[src/rtl/layer_sequencer.sv]
// layer_sequencer: walks one shared neuron MAC across a dense layer,
// capturing each activation and tracking the running argmax.
module layer_sequencer #(
   parameter int NUM_NEURONS = 10,
   parameter int INPUT_SIZE  = 784,
   parameter int TIMEOUT     = INPUT_SIZE + 8,
   parameter int SEL_W       = $clog2(NUM_NEURONS)
) (
   input  logic                         clk,
   input  logic                         rst,
   input  logic                         layer_start,
   output logic                         layer_busy,
   output logic                         layer_done,
   output logic                         timeout_err,
   output logic                         neuron_start,
   output logic [SEL_W-1:0]             neuron_sel,
   input  logic                         neuron_done,
   input  logic signed [15:0]           neuron_result,
   output logic [NUM_NEURONS-1:0][15:0] act_out,
   output logic [SEL_W-1:0]             argmax_idx,
   output logic signed [15:0]           argmax_val
);

   localparam int WD_W = $clog2(TIMEOUT + 1);
   localparam logic [SEL_W-1:0] LAST = SEL_W'(NUM_NEURONS - 1);
   localparam logic [WD_W-1:0] WD_LAST = WD_W'(TIMEOUT - 1);

   typedef enum logic [2:0] {
      IDLE,
      ISSUE,
      WAIT,
      CAPTURE,
      DONE
   } state_t;

   state_t          state;
   logic [WD_W-1:0] wdog;

   always_ff @(posedge clk) begin
      if (rst) begin
         state        <= IDLE;
         wdog         <= '0;
         layer_busy   <= 1'b0;
         layer_done   <= 1'b0;
         timeout_err  <= 1'b0;
         neuron_start <= 1'b0;
         neuron_sel   <= '0;
         act_out      <= '0;
         argmax_idx   <= '0;
         argmax_val   <= '0;
      end else begin
         neuron_start <= 1'b0;
         layer_done   <= 1'b0;
         unique case (state)
            IDLE: begin
               if (layer_start) begin
                  state        <= ISSUE;
                  neuron_sel   <= '0;
                  timeout_err  <= 1'b0;
                  wdog         <= '0;
                  neuron_start <= 1'b1;
                  layer_busy   <= 1'b1;
               end
            end
            ISSUE: state <= WAIT;
            WAIT: begin
               // done wins over an expiring watchdog in the same cycle
               if (neuron_done) begin
                  state <= CAPTURE;
               end else if (wdog == WD_LAST) begin
                  timeout_err <= 1'b1;
                  layer_done  <= 1'b1;
                  state       <= DONE;
               end else begin
                  wdog <= wdog + 1'b1;
               end
            end
            CAPTURE: begin
               act_out[neuron_sel] <= neuron_result;
               wdog                <= '0;
               if (neuron_sel == '0 || neuron_result > argmax_val) begin
                  argmax_idx <= neuron_sel;
                  argmax_val <= neuron_result;
               end
               if (neuron_sel == LAST) begin
                  layer_done <= 1'b1;
                  state      <= DONE;
               end else begin
                  neuron_sel   <= neuron_sel + 1'b1;
                  neuron_start <= 1'b1;
                  state        <= ISSUE;
               end
            end
            DONE: begin
               layer_busy <= 1'b0;
               state      <= IDLE;
            end
            default: state <= IDLE;
         endcase
      end
   end

endmodule
[config.mk]
export PLATFORM = sky130hd
export DESIGN_NAME = layer_sequencer
export DESIGN_NICKNAME = d
export VERILOG_FILES = /design/src/rtl/layer_sequencer.sv
export SDC_FILE = /design/constraint.sdc
export NUM_CORES = 1
export LEC_CHECK = 0
export CORE_AREA = 2 2 137 139
export CTS_CLUSTER_DIAMETER = 120
export DETAILED_ROUTE_END_ITERATION = 10
export DIE_AREA = 0 0 139 141
export PLACE_DENSITY = 0.79
export SLEW_MARGIN = 30
export SYNTH_ARGS = -nofsm -noshare
export SYNTH_HDL_FRONTEND = slang
export SYNTH_SLANG_ARGS = --single-unit
[constraint.sdc]
create_clock -name clk -period 3.63 [get_ports clk]
set_input_delay 0.726 -clock clk [delete_from_list [all_inputs] [get_ports clk]]
set_output_delay 0.726 -clock clk [all_outputs]
set_load 0.05 [all_outputs]
==> parameters.txt <==
Parameter                              Value

Layout
  Fillers    ~1600
  Antenna diode count    0
  Leading cell type in the layout, fill and taps excluded    sky130_fd_sc_hd__nand2_1
  Commonest cells after routing, fill and taps aside    211 x sky130_fd_sc_hd__nand2_1, 206 x sky130_fd_sc_hd__clkdlybuf4s50_1, 201 x sky130_fd_sc_hd__dfxtp_1
  Net count of the finished layout    between 1000 and 1500
  Layout cells sized above 1    0.06250
  Area growth from synthesis to final layout    37.78%

Routing
  Final WL    24290 µm
  Initial DRT Pass Iterations    5
  Count of nets left with antenna violations after detail routing    0
  Starting DRT DRC Count    between 400 and 500
  Met2 WL post-DR    approximately 11000 µm
  Total via count in the routed design    between 6000 and 7000
  Remaining design rule violation count    0
  M1 wire length    about 10000 µm
  Max Used Layer    met4
  Drt wl/cell    17.94 µm
  Routed via count divided by cell count    roughly 5.1
  Amount of wire on met3 after detailed routing    1915 µm

Clock network
  Count of instances resized after the clock tree is built    0
  Clock sink count    ~200
  Maximum buffer depth of the clock tree    3
  Library cell used as clock root buffer    sky130_fd_sc_hd__clkbuf_16
  Number of H-tree branching levels    1
  Post-cts hold buffer count    0
  Clock tree from TritonCTS    built
  Post-CTS clock slew at the launch and capture registers of the worst setup and hold paths    about 0.06 ns
  Total CTS buffers    22
  Later-pin clock latency in the skew report    ~0.50 ns
  Post-CTS setup-driven buffer insertion count    0

Place
  HPWL after detailed placement    approximately 16000 µm
  IO Port Bufs    207
  Final Wtd Congestion    a little under 0.8

Worst hold path
  Worst min-delay path class    register to register

STA
  Highest Clock Rate    0.3513 GHz
  Final-layout worst hold slack    between 0.4 and 0.5 ns
  Relative slew margins    0.4494
  Part of the cycle the worst path needs    0.7842
  Worst clock skew    approximately 0.012 ns
  Actual slew at the worst max-slew pin    0.8236 ns
  Setup repair after global routing missed its margin    false
  Sum of negative setup slack    0 ns
  Number of setup violations in the final report    0
  Final-report max-slew violation count    0
  Tmin final    ~2.8 ns
  Number of hold-slack violations in the final timing report    0

Die
  Die span in x    139 µm
  Overall die area    roughly 20000 µm²
  Number of rows created at floorplan    50
  Placeable core region    between 15000 and 20000 µm²
  I/O pin count    approximately 210
  Starting utilization of the core area    0.4373
  Die boundary height    141 µm

Logic synthesis
  Top FF cell, synth    sky130_fd_sc_hd__dfxtp_1
  Mux share of post-synthesis cell area    0.1015
  Netlist area before placement    roughly 8000 µm²
  Synthesized Nets    960
  FFs w/ async S/R, synth    0
  Largest cells by area after synthesis    sky130_fd_sc_hd__dfxtp_1 50%, sky130_fd_sc_hd__mux2i_1 10%, sky130_fd_sc_hd__nand2_1 9.9%
  Count of yosys warnings during synthesis    0
  Register bit count reported by yosys    roughly 200
  Synth Area in Simple Gates    0.2099
  Largest family of logic cells by synthesized area    simple AND/OR/NAND/NOR gates
  Share of synthesized area occupied by flip-flops and latches    0.5038
  Area share of the largest cell type after synthesis    0.5038
  Xor/xnor cell area share of the yosys netlist    0.01206
  Library cell occupying the most area in the post-synthesis netlist    sky130_fd_sc_hd__dfxtp_1
  Mapped Cells    919
  Average size of a mapped cell    between 8 and 9 µm²
  Count of flip-flops with a built-in enable after synthesis    0
  Number of different library cells in the post-synthesis netlist    44
  Share of the synthesized area in compound gates (AO/OA/AOI/OAI)    0.09117
  Adder-cell share of the synthesized area    0.03289

Worst setup path
  Worst-path maximum fanout    20
  Capture point of the worst path    argmax_val[14]
  Crit path arrival time    3.26 ns
  Crit end category    register
  Register-to-register setup slack    0.93 ns
  Kind of critical path    input port to register
  Endpoint of the most critical register-to-register path    argmax_val[14]
  Critical R2R Launch    state[1]
  Data required time of the worst path    about 4 ns
  Worst setup path startpoint    neuron_result[15]
  Sort of element at the start of the critical path    input port
  Worst reg2reg path depth    7

Global route
  First-pass GRT wire length    roughly 36000 µm
  GRT Residual Overflow    0
  Number of antenna violations at the first check in global routing    0
  GRT Resource Usage Total    0.2353
  Maximum number of pins on one net before global-route repair    between 100 and 150
  Via count of the first global-routing pass    between 6000 and 7000

Power and ir drop
  Peak supply drop    approximately 0.40 mV
  P_leak    between 4 and 5 nW
  Power density over cell area    ~450 nW/µm²

Run status
  Result of the run    completed

Job
  Number of max-cap violations    0
## cell families (layout without fill, tap and decap cells)
group	after synthesis	count (layout)
buffers and inverters	95	296
muxes	81	81
xor gates and xnor gates	11	11
DFF	201	201
and+or+nand+nor	378	378
AOI/OAI and AO/OA	132	132
adders and majority gates	21	21
## stage by stage
step / area, µm² / power (mW) / instances / worst slack [ns] / utilization
after floorplan: 7988 / 2.555 / 919 / 1.101 / -
final: 11010 / 4.965 / 1354 / 0.7832 / 0.6025
after global placement: 10250 / 2.704 / 1314 / 0.4115 / 0.5610
after global routing: 11010 / 5.128 / 1354 / 0.6469 / 0.6025
after detailed placement: 10250 / 2.710 / 1314 / 0.3226 / 0.5610
after CTS: 11010 / 4.997 / 1354 / 0.7904 / 0.6025
## power by group
group	total (mW)	internal [mW]	switching [mW]
registers	2.26	2.23	0.0284
logic	0.405	0.138	0.267
clock network	2.30	1.42	0.879
## synth_stat cells, types with 2 or more instances
library cell,count
sky130_fd_sc_hd__a21oi_1,112
sky130_fd_sc_hd__a2111oi_0,3
sky130_fd_sc_hd__or3_1,3
sky130_fd_sc_hd__inv_1,27
sky130_fd_sc_hd__buf_6,3
sky130_fd_sc_hd__mux2i_1,81
sky130_fd_sc_hd__dfxtp_1,201
sky130_fd_sc_hd__nand2_1,211
sky130_fd_sc_hd__nand2b_1,40
sky130_fd_sc_hd__a211oi_1,2
sky130_fd_sc_hd__nor3_1,8
sky130_fd_sc_hd__clkbuf_1,57
sky130_fd_sc_hd__and2_1,3
sky130_fd_sc_hd__nand2_2,4
sky130_fd_sc_hd__a21o_1,3
sky130_fd_sc_hd__and3_1,2
sky130_fd_sc_hd__nand3_1,9
sky130_fd_sc_hd__nor2b_1,3
sky130_fd_sc_hd__xnor2_1,7
sky130_fd_sc_hd__nand4_1,5
sky130_fd_sc_hd__buf_2,8
sky130_fd_sc_hd__ha_1,21
sky130_fd_sc_hd__nor2_1,78
sky130_fd_sc_hd__nor3b_1,2
sky130_fd_sc_hd__xor2_1,4
sky130_fd_sc_hd__o21ai_0,4
## worst max-delay path, cell delays in order
cell,delay (ns)
sky130_fd_sc_hd__clkdlybuf4s50_1,0.45
sky130_fd_sc_hd__ha_1,0.32
sky130_fd_sc_hd__nand4_1,0.17
sky130_fd_sc_hd__or3_1,0.42
sky130_fd_sc_hd__a21o_1,0.18
sky130_fd_sc_hd__a32o_1,0.25
sky130_fd_sc_hd__a31oi_4,0.15
sky130_fd_sc_hd__buf_4,0.35
sky130_fd_sc_hd__mux2i_1,0.25
## sequential cells by signal, summed over array words and instances (netlist names)
signal	count
argmax_val	16
timeout_err	1
neuron_sel	4
state	3
neuron_start	1
act_out	160
wdog	10
argmax_idx	4
layer_busy	1
layer_done	1
## cell type report
cell class                 instances  area, µm²  share of cell area
clock buffer                      34      676.9             0.06150
clock inverter                     6      80.08            0.007276
inverter                          27      101.3            0.009209
multi-input combinational        623       3580              0.3253
sequential                       201       4024              0.3656
tap                              234      292.8             0.02660
timing repair buffer             229       2251              0.2045
## per-layer routing
metal / global-route usage / up-vias
li1: - / 3365
met1: 0.3036 / 3293
met2: 0.3858 / 224
met3: 0.06182 / 42
met4: 0.07815 / 0
met5: 0 / -
## how the worst min path moves through the flow
stage                       from            to  depth (start not counted)
floorplan                wdog[9]       wdog[9]                          2
global placement    act_out[128]  act_out[128]                          2
detailed placement  act_out[142]  act_out[142]                          2
CTS                 act_out[142]  act_out[142]                          2
global route         act_out[63]   act_out[63]                          2
finish              act_out[157]  act_out[157]                          2
Note: power is estimated with default switching activity, not from simulation.
